<file path="src/rtl/wb_decoder.sv">
// wb_decoder: single-master Wishbone address decoder / slave multiplexer.
//   Decodes the top DEC_BITS of the master address against a per-slave base
//   table. It raises the selected slave's cycle line and returns ack or err
//   to the master as a one-cycle response.
//   Zero-wait slaves are acked by the decoder itself.
//   Wait-state slaves are bounded by a TIMEOUT-cycle watchdog.
// Ports:
//   wb_clk, wb_rst                        clock, synchronous active-high reset
//   i_wb_adr/dat/sel/we/cyc               master request
//   o_wb_rdt/ack/err                      master response (registered)
//   o_wb_s_adr/dat/sel/we                 request broadcast to all slaves
//   o_wb_s_cyc                            one-hot slave cycle (BUSY only)
//   i_wb_s_rdt/ack                        packed slave responses
//   o_sel_idx                             last latched slave index (debug)
module wb_decoder #(
  parameter int                          NSLAVES    = 4,
  parameter int                          AW         = 32,
  parameter int                          DW         = 32,
  parameter int                          DEC_BITS   = 4,
  parameter logic [NSLAVES*DEC_BITS-1:0] SLAVE_BASE = {4'h8, 4'h4, 4'h0, 4'h0},
  parameter logic [NSLAVES-1:0]          ZERO_WAIT  = 4'b0001,
  parameter int                          TIMEOUT    = 15
) (
  input  logic                  wb_clk,
  input  logic                  wb_rst,
  input  logic [AW-1:0]         i_wb_adr,
  input  logic [DW-1:0]         i_wb_dat,
  input  logic [DW/8-1:0]       i_wb_sel,
  input  logic                  i_wb_we,
  input  logic                  i_wb_cyc,
  output logic [DW-1:0]         o_wb_rdt,
  output logic                  o_wb_ack,
  output logic                  o_wb_err,
  output logic [AW-1:0]         o_wb_s_adr,
  output logic [DW-1:0]         o_wb_s_dat,
  output logic [DW/8-1:0]       o_wb_s_sel,
  output logic                  o_wb_s_we,
  output logic [NSLAVES-1:0]    o_wb_s_cyc,
  input  logic [NSLAVES*DW-1:0] i_wb_s_rdt,
  input  logic [NSLAVES-1:0]    i_wb_s_ack,
  output logic [3:0]            o_sel_idx
);

  localparam int CW = $clog2(TIMEOUT + 1);

  localparam logic [1:0] S_IDLE  = 2'd0;
  localparam logic [1:0] S_BUSY  = 2'd1;
  localparam logic [1:0] S_RESP  = 2'd2;
  localparam logic [1:0] S_DRAIN = 2'd3;

  logic [1:0]    state_q, state_d;
  logic [3:0]    idx_q, idx_d;
  logic [CW-1:0] cnt_q, cnt_d;
  logic          ack_q, ack_d;
  logic          err_q, err_d;
  logic [DW-1:0] rdt_q, rdt_d;

  // Request broadcast is purely combinational.
  assign o_wb_s_adr = i_wb_adr;
  assign o_wb_s_dat = i_wb_dat;
  assign o_wb_s_sel = i_wb_sel;
  assign o_wb_s_we  = i_wb_we;

  // Address decode. Scanning from the top down means the lowest-numbered
  // matching slave is the one that is chosen.
  logic       hit;
  logic [3:0] hit_idx;
  always_comb begin
    hit     = 1'b0;
    hit_idx = '0;
    for (int i = NSLAVES - 1; i >= 0; i--) begin
      if (i_wb_adr[AW-1 -: DEC_BITS] == SLAVE_BASE[i*DEC_BITS +: DEC_BITS]) begin
        hit     = 1'b1;
        hit_idx = 4'(i);
      end
    end
  end

  // Mux of the latched slave's response. The compare loop keeps idx_q from
  // ever indexing past NSLAVES.
  logic          sel_ack, sel_zw;
  logic [DW-1:0] sel_rdt;
  always_comb begin
    sel_ack = 1'b0;
    sel_zw  = 1'b0;
    sel_rdt = '0;
    for (int i = 0; i < NSLAVES; i++) begin
      if (idx_q == 4'(i)) begin
        sel_ack = i_wb_s_ack[i];
        sel_zw  = ZERO_WAIT[i];
        sel_rdt = i_wb_s_rdt[i*DW +: DW];
      end
    end
  end

  always_comb begin
    o_wb_s_cyc = '0;
    for (int i = 0; i < NSLAVES; i++)
      o_wb_s_cyc[i] = (state_q == S_BUSY) && (idx_q == 4'(i));
  end

  always_comb begin
    state_d = state_q;
    idx_d   = idx_q;
    cnt_d   = cnt_q;
    ack_d   = 1'b0;
    err_d   = 1'b0;
    rdt_d   = rdt_q;
    case (state_q)
      S_IDLE: begin
        if (i_wb_cyc) begin
          if (hit) begin
            idx_d   = hit_idx;
            cnt_d   = '0;
            state_d = S_BUSY;
          end else begin
            err_d   = 1'b1;
            rdt_d   = '0;
            state_d = S_RESP;
          end
        end
      end
      S_BUSY: begin
        // A master abort wins over everything else, and the ack wins over the timeout.
        if (!i_wb_cyc) begin
          state_d = S_IDLE;
        end else if (sel_zw || sel_ack) begin
          ack_d   = 1'b1;
          rdt_d   = sel_rdt;
          state_d = S_RESP;
        end else if (cnt_q == CW'(TIMEOUT - 1)) begin
          err_d   = 1'b1;
          rdt_d   = '0;
          state_d = S_RESP;
        end else begin
          cnt_d = cnt_q + CW'(1);
        end
      end
      S_RESP:  state_d = S_DRAIN;
      S_DRAIN: if (!i_wb_cyc) state_d = S_IDLE;
      default: state_d = S_IDLE;
    endcase
  end

  always_ff @(posedge wb_clk) begin
    if (wb_rst) begin
      state_q <= S_IDLE;
      idx_q   <= '0;
      cnt_q   <= '0;
      ack_q   <= 1'b0;
      err_q   <= 1'b0;
      rdt_q   <= '0;
    end else begin
      state_q <= state_d;
      idx_q   <= idx_d;
      cnt_q   <= cnt_d;
      ack_q   <= ack_d;
      err_q   <= err_d;
      rdt_q   <= rdt_d;
    end
  end

  assign o_wb_ack  = ack_q;
  assign o_wb_err  = err_q;
  assign o_wb_rdt  = rdt_q;
  assign o_sel_idx = idx_q;

endmodule

</file>
<file path="config.mk">
export PLATFORM = sky130hd
export DESIGN_NAME = wb_decoder
export DESIGN_NICKNAME = d
export VERILOG_FILES = /design/src/rtl/wb_decoder.sv
export SDC_FILE = /design/constraint.sdc
export NUM_CORES = 1
export LEC_CHECK = 0
export ABC_AREA = 1
export BUFFER_PORTS_ARGS = -buffer_cell sky130_fd_sc_hd__buf_4
export CELL_PAD_IN_SITES_DETAIL_PLACEMENT = 1
export CELL_PAD_IN_SITES_GLOBAL_PLACEMENT = 1
export CORE_ASPECT_RATIO = 1.5
export CORE_MARGIN = 3
export CORE_UTILIZATION = 23
export DETAILED_ROUTE_END_ITERATION = 6
export GPL_ROUTABILITY_DRIVEN = 1
export PLACE_DENSITY_LB_ADDON = 0.1
export SYNTH_ARGS = -nofsm -noshare
export SYNTH_HDL_FRONTEND = slang
export SYNTH_SLANG_ARGS = --single-unit
</file>
<file path="constraint.sdc">
create_clock -name wb_clk -period 1.9 [get_ports wb_clk]
set_clock_uncertainty 0.15 [all_clocks]
set_input_delay 0.38 -clock wb_clk [delete_from_list [all_inputs] [get_ports wb_clk]]
set_output_delay 0.38 -clock wb_clk [all_outputs]
set_load 0.01 [all_outputs]
</file>
==> reports/qor.csv, run 1 <==
metric;value;unit
Seq cells post-synth;42;
synth warn;0;
PwrDens;583;nW/µm²
RSZ-0062 raised after global routing;true;
CP startpoint kind;register;
fin crit period;1.87;ns
Initial Util;23.8;%
htree depth;2;
initial antenna violation count;0;
GPL Wtd Cong;0.793;
Final Cell Area;4990;µm²
Max Slew Vio Count;0;
status;finished clean;
Synth top area share;23.8;%
maxcap violations;0;
Worst IR Drop VDD;0.361;mV
commonest non-fill, non-tap cells in the layout;buf_4 (204), nand2_1 (131), nor2_1 (99);
final setup fails;0;
Register Area;850;µm²
multi-input logic area;1840;µm²
drt initial violations;87;
placed insts;894;
Final Hold Viols;0;
Max clock buf depth;2;
Leak Pwr;2.53;nW
share of post-route cells with drive strength above 1;37.2;%
Yosys cell types;29;
top cells by area, synth;dfxtp_1 (24%), buf_4 (16%), nand2_1 (14%);
Final #Nets;921;
Ant. Diodes;0;
vias in the first global route;4290;
Root Buffer;clkbuf_16;
vias;4144;
die area;16900;µm²
crit path capture type;output pin;
WS Path Type;reg -> out;
Core Area;14800;µm²
post-synth top area cell;dfxtp_1;
I/O Buffers;181;
WL per Instance;17.4;µm
HPWL Detailed;12.6;mm
first-pass GRT wire length;23.2;mm
vias per inst;4.54;
TritonCTS clock tree;built;
crit path DAT;1.34;ns
syn_area_per_cell;5.95;µm²
IO Pins;315;
clk sinks;42;
largest net degree at the start of global routing;32;
most common cell after layout, fill and taps aside;buf_4;
Area growth, synth to finish;41.6;%
Cells after Synth;593;
worst endpoint required time;1.37;ns
Final period util;98.5;%
worst-path fanout max;5;
DRC errors left;0;
Die Y;158;µm
area post-placement;4660;µm²
global route total overflow;0;
synthesized cell area;3530;µm²
Detailed Routing Iterations Pass 1;4;
Skew-Pair Late Insertion Delay;0.29;ns
antenna-violating nets left;0;
die width;107;µm
Post-Route WL;15.9;mm
TritonCTS buffer count;5;
FMAX;534;MHz
register area share after synthesis;23.8;%
Fill cells;1920;
gr usage total;17.9;%
hold-fix buffers at CTS;0;
Clock Pin Slew Worst Setup and Hold Paths;0.07;ns
row count;54;
worst min path class;in -> reg;
Non-Filler Instances;912;
## where the power goes
group / total [W] / internal (W) / switching (W)
combinational: 0.000989 / 0.000503 / 0.000485
clock: 0.000912 / 0.000522 / 0.000391
sequential: 0.00101 / 0.000960 / 0.0000525
## routing by layer
metal	vias up	global-route usage, %	routed length, µm	part of all wire, %
li1	2029	-	-	-
met1	1894	16.6	5210	33
met2	147	35.9	8950	56
met3	74	2.77	923	5.8
met4	0	10.6	833	5.2
met5	-	0	0	0
## state kept, by name (all words and copies together) (netlist names)
signal and cells:
o_sel_idx 2, o_wb_ack 1, cnt_q 4, state_q 2, o_wb_err 1, o_wb_rdt 32
## per-stage QoR
step	setup WS [ns]	power (W)	setup TNS [ns]	utilization (%)	hold slack (ns)
after global placement	0.0461	0.00197	0	31.5	0.319
after global routing	-0.0515	0.00312	-0.160	33.8	0.166
after CTS	-0.0379	0.00294	-0.0459	33.0	0.155
after floorplan	0.126	0.00162	0	-	0.306
final	0.0285	0.00291	0	33.8	0.156
after detailed placement	0.00582	0.00199	0	31.5	0.326
## path summary, 6_finish.rpt
check	slack, ns	from	end	cells past startpoint
max	0.03	o_sel_idx[1]	o_wb_s_cyc[0]	5
min	0.16	wb_rst	state_q[0]	2
max reg2reg	0.10	o_sel_idx[1]	o_wb_rdt[26]	9
min reg2reg	0.33	o_wb_rdt[20]	o_wb_rdt[20]	2
## worst max-delay path, stage by stage, from the launching register on
cell	delay, ns
dfxtp_4	0.36
buf_6	0.12
nor2_4	0.13
clkinvlp_4	0.18
nor2_2	0.12
buf_4	0.13
## Yosys cell counts
cell      number
inv_2          1
nor3_1        13
o21ai_2        1
or2_2         19
a31oi_1        3
nand3_2        1
nor2_1       102
a21oi_2        1
buf_2          7
inv_4          1
nand2_2        2
nand3_1       34
o21ai_0       54
nor4_1         2
conb_1         1
buf_4         76
buf_6          4
nand4_1        5
nor2_2         1
clkbuf_1      14
a21oi_1       22
inv_1         47
clkinv_1       1
o22ai_1        1
ha_1           2
nor2_4         2
dfxtp_1       42
o21bai_2       1
nand2_1      133
## logic make-up (layout without fill, tap and decap cells)
group           after synthesis  count (layout)  share of synthesized area, %
fa+ha+maj                     2               2                         0.709
flops                        42              42                          23.8
compound gates               83              83                          12.3
simple gates                314             314                          37.7
other cells                   1               2                         0.106
buf+inv                     151             273                          25.3
## layout make-up
| type | instances | area share [%] |
|---|---|---|
| Multi-Input combinational cell | 401 | 36.9 |
| Clock buffer | 6 | 2.78 |
| Clock inverter | 2 | 0.251 |
| Timing Repair Buffer | 215 | 34.2 |
| Tap cell | 196 | 4.91 |
| Sequential cell | 42 | 17.0 |
| Inverter | 50 | 3.98 |
## what timing repair did
item                       CTS  global route
cloned                       0             1
setup endpoints to repair    6            30
pin swaps                    2             6
gates resized for setup     15            19
setup buffers                4             5
Note: power is estimated with default switching activity, not from simulation.
==> run 2, diff against run 1 <==
CORE_ASPECT_RATIO = not set   (was 1.5)
==> run 2 against run 1 <==
Sequential share of layout area barely moved. Highest routed layer unchanged. Critical path depth did not move. Setup slack better by 0.036 ns. Critical path type unchanged.
==> reports/qor.csv, run 2 (synthesis results as in run 1) <==
metric;value;unit
fin crit period;1.84;ns
FMAX;545;MHz
Max stage delay on crit path;0.37;ns
Max clock buf depth;2;
largest net degree at the start of global routing;34;
maxcap violations;0;
htree depth;2;
Final period util;96.6;%
share of post-route cells with drive strength above 1;37.1;%
Ant. Diodes;0;
Leak Pwr;2.54;nW
hold-fix buffers at CTS;0;
Die Y;130;µm
GRT met2 Usage;27.7;%
Skew-Pair Late Insertion Delay;0.30;ns
global route total overflow;0;
commonest non-fill, non-tap cells in the layout;buf_4 (205), nand2_1 (132), nor2_1 (98);
I/O Buffers;181;
worst endpoint required time;1.37;ns
Slowest-stage cell, CP;dfxtp_4;
GPL Wtd Cong;0.800;
worst-path fanout max;5;
gr usage total;15.7;%
HPWL Detailed;10.7;mm
row count;44;
worst path cell trace;buf_6, nor2_4, clkinvlp_4, nor2_2, buf_4;
IO Pins;315;
Clock Pin Slew Worst Setup and Hold Paths;0.06;ns
WS Path Type;reg -> out;
GRT busiest layer;met2;
Final Hold Viols;0;
grt met3 use;5.32;%
Core Area;14800;µm²
crit path capture type;output pin;
Root Buffer;clkbuf_16;
Fill cells;1869;
first-pass GRT wire length;21.2;mm
TritonCTS clock tree;built;
WL per Instance;15.2;µm
clk sinks;42;
vias in the first global route;4234;
final setup fails;0;
Max Slew Vio Count;0;
RSZ-0062 raised after global routing;true;
die width;130;µm
vias per inst;4.50;
Final #Nets;920;
most common cell after layout, fill and taps aside;buf_4;
Worst IR Drop VDD;0.319;mV
Initial Util;23.9;%
worst min path class;in -> reg;
Finished Core Util;33.8;%
antenna-violating nets left;0;
crit path DAT;1.31;ns
PwrDens;592;nW/µm²
DRC errors left;0;
die area;16900;µm²
total negative slack;0;ns
TritonCTS buffer count;5;
Post-Route WL;13.6;mm
vias;4047;
initial antenna violation count;0;
max FFs per register;32;
CP startpoint kind;register;
status;finished clean;
drt initial violations;125;
Area growth, synth to finish;41.3;%
GR Util met1;18.5;%
Detailed Routing Iterations Pass 1;4;
[run 2: area by class of cell]
cell class	instances	area (µm²)	area share (%)
Clock buffer	8	166	3.34
Tap cell	184	230	4.62
Multi-Input combinational cell	401	1840	37.0
Inverter	50	196	3.94
Timing Repair Buffer	214	1700	34.1
Sequential cell	42	850	17.0
[run 2: metal layers]
| metal | share of wire (%) | vias up |
|---|---|---|
| li1 | - | 2024 |
| met1 | 41 | 1838 |
| met2 | 49 | 157 |
| met3 | 8.3 | 28 |
| met4 | 1.2 | 0 |
| met5 | 0 | - |
[run 2: final timing paths]
| path | cells past startpoint | to | slack, ns | startpoint |
|---|---|---|---|---|
| max | 5 | o_wb_s_cyc[0] | 0.06 | o_sel_idx[1] |
| max reg2reg | 9 | o_wb_rdt[16] | 0.13 | o_sel_idx[0] |
| min reg2reg | 2 | o_wb_rdt[14] | 0.33 | o_wb_rdt[14] |
| min | 2 | o_sel_idx[1] | 0.16 | wb_rst |
[run 2: per-stage QoR]
step	hold WS, ns	setup slack (ns)	cells	instance area (µm²)	power (W)
floorplan	0.306	0.126	594	3530	0.00162
global placement	0.316	0.0237	884	4710	0.00197
detailed placement	0.325	-0.00680	884	4710	0.00199
CTS	0.150	0.00692	897	4930	0.00301
global route	0.179	-0.0213	899	4990	0.00317
finish	0.163	0.0646	899	4990	0.00295
[run 2: what timing repair did]
item / 4_1_cts / 5_1_grt
gates resized for setup: 5 / 15
buffers inserted: 5 / 2
endpoints found under the hold margin: 0 / 0
endpoints found under the setup margin: 6 / 18
pin swaps: 1 / 4
gates cloned: 0 / 0
[run 2: power breakdown]
part | internal [W] | switching [W] | leakage, nW
combinational | 0.000494 | 0.000470 | 2.11
sequential | 0.000960 | 0.0000511 | 0.347
clock | 0.000596 | 0.000380 | 0.0832
[run 2: critical path: cells and delay by family (launching register included)]
| kind | cells | cell delay, ns |
|---|---|---|
| buffers and inverters | 3 | 0.38 |
| DFF | 1 | 0.37 |
| and+or+nand+nor | 2 | 0.25 |
==> run 3, diff against run 2 <==
ABC_AREA = 0   (was 1)
CORE_MARGIN = 10   (was 3)
CORE_UTILIZATION = 25   (was 23)
clock period = 1.7 ns   (was 1.9 ns; I/O delays follow)
==> run 3 against run 2 <==
Largest cell class unchanged. The run now ends with negative setup slack left. Global-route usage is 3.2 points lower. Sequential cell count stayed put. Count of clock-buffer cells in the layout is 1 lower. Combinational power is 15% lower. Sequential share of layout area is 0.70 points higher. Routed wire length is 14% lower. Die area is 5.8% higher. Synthesized area is 8.6% lower. Non-clock buffer count is 4 higher. Hold slack better by 0.026 ns.
==> reports/qor.csv, run 3 <==
metric;value;unit
reg2reg path depth;6;
Cells after Synth;320;
Post-Synth Simple-Gate Area;14.7;%
FMAX;550;MHz
Final #Nets;661;
most common cell in the synthesized netlist;buf_4;
die width;134;µm
failing checks;negative setup slack;
post-synth top area cell;dfxtp_1;
Skew-Pair Late Insertion Delay;0.29;ns
Initial Util;25.6;%
status;finished, violations left;
vias per inst;4.51;
Root Buffer;clkbuf_16;
Max clock buf depth;2;
drt initial violations;47;
CP startpoint kind;register;
Yosys cell types;33;
top cells by area, synth;dfxtp_1 (26%), mux4_2 (22%), buf_4 (17%);
gr usage total;12.5;%
Synth top cells by count;buf_4 (75), nor2_1 (44), dfxtp_1 (42), mux2i_1 (35), nor2b_1 (33);
Post-Route WL;11.7;mm
commonest non-fill, non-tap cells in the layout;buf_4 (207), nor2_1 (42), dfxtp_1 (38);
Area growth, synth to finish;48.8;%
largest net degree at the start of global routing;32;
crit path capture type;register;
Die Y;134;µm
Clock Pin Slew Worst Setup and Hold Paths;0.06;ns
GPL Wtd Cong;0.723;
worst min path class;in -> reg;
Non-Filler Instances;628;
WS Path Type;reg -> reg;
Core Area;12600;µm²
hold depth;3;
Worst IR Drop VDD;0.320;mV
die area;17800;µm²
worst endpoint required time;1.71;ns
share of post-route cells with drive strength above 1;61.4;%
placed insts;612;
TritonCTS buffer count;5;
htree depth;2;
initial antenna violation count;0;
setup ws final;-0.119;ns
antenna-violating nets left;0;
global route total overflow;0;
Tot Pwr;0.00282;W
IO Pins;315;
Max Slew Vio Count;0;
RSZ-0062 raised after global routing;true;
Final period util;107;%
worst-path fanout max;19;
Synth Area in XOR/XNOR;0.543;%
I/O Buffers;181;
Place WS;-0.234;ns
Seq cells post-synth;42;
synth warn;0;
number of flops mapped to enable cells by yosys;0;
maxcap violations;0;
vias in the first global route;3118;
most common cell after layout, fill and taps aside;buf_4;
Detailed Routing Iterations Pass 1;3;
first-pass GRT wire length;17.7;mm
max FFs per register;32;
Compound-Gate Fraction of Synth Area;4.11;%
total negative slack;-2.73;ns
synthesized cell area;3220;µm²
top_reg_cell synth;dfxtp_1;
hold slack;0.189;ns
Post-Synth Adder-Cell Area;0.776;%
Ant. Diodes;0;
crit path DAT;1.82;ns
Final Hold Viols;0;
PwrDens;588;nW/µm²
final setup fails;32;
fin crit period;1.82;ns
vias;2833;
register area share after synthesis;26.1;%
mux contribution to synthesized area;33.2;%
TritonCTS clock tree;built;
Synth top area share;26.1;%
post-synthesis async set-or-reset flop share;0;%
Leak Pwr;2.19;nW
clk sinks;42;
DRC errors left;0;
HPWL Detailed;9.48;mm
syn_area_per_cell;10.1;µm²
WL per Instance;18.7;µm
largest family of logic cells by synthesized area;multiplexers;
row count;41;
[run 3: cell types whose count changed after synthesis, sizes merged, moves of 32 or more]
cell   before  now
nand3      35    1
nand2     135    4
inv        49    3
nor2      105   44
mux4        0   32
mux2i       0   35
o21ai      55    0
nor2b       0   33
[run 3: through the flow]
step                utilization, %  instance area (µm²)
CTS                           37.3                 4700
global placement              35.2                 4440
finish                        38.0                 4800
floorplan                        -                 3290
global route                  38.0                 4800
detailed placement            35.2                 4440
[run 3: logic make-up (layout without fill, tap and decap cells)]
logic type               count (synthesis)  in the layout
AO/OA/AOI/OAI                           17             17
XOR/XNOR                                 2              2
adder cells (fa/ha/maj)                  2              2
buffers and inverters                   94            229
flip-flops                              42             42
multiplexers                            67             67
other                                    1              2
AND/OR/NAND/NOR                         95             95
[run 3: worst paths after layout]
check | from | end | slack, ns
worst max register to register | o_sel_idx[0] | o_wb_rdt[1] | -0.12
worst max-delay path | o_sel_idx[0] | o_wb_rdt[1] | -0.12
worst min register to register | o_wb_rdt[29] | o_wb_rdt[29] | 0.35
worst min-delay path | i_wb_cyc | state_q[0] | 0.19
[run 3: area by class of cell]
class | instances | area [µm²]
clock buffer | 7 | 143
fill | 1430 | 7820
multi-input combinational | 185 | 1840
clock inverter | 1 | 5.00
inverter | 3 | 11.3
sequential | 42 | 851
tap | 172 | 215
timing repair buffer | 218 | 1730
[run 3: metal layers]
layer  share of wire (%)  global-route usage (%)  vias to the layer above  wire length (µm)
li1                    -                       -                     1322                 -
met1                  40                    14.1                     1353              4750
met2                  51                    21.6                      134              5960
met3                 7.0                    4.51                       24               826
met4                 1.8                    3.93                        0               209
met5                   0                       0                        -                 0
[run 3: power by group]
group	switching, W	internal (W)	total [W]
registers	0.0000173	0.00101	0.00103
clock network	0.000389	0.000583	0.000971
logic	0.000304	0.000515	0.000820
[run 3: worst max-delay path: stages (launching register included)]
cell and delay (ns):
dfxtp_4 0.40, mux2i_4 0.27, a21o_1 0.16, a311o_2 0.24, buf_12 0.20, mux2i_1 0.20
nor2_1 0.06
[run 3: timing repair]
item                       4_1_cts  5_1_grt
cloned                           0        0
setup endpoints to repair       40       41
setup buffers                    5        3
pin swaps                        3        3
resized for setup               14       17
hold buffers                     0        0
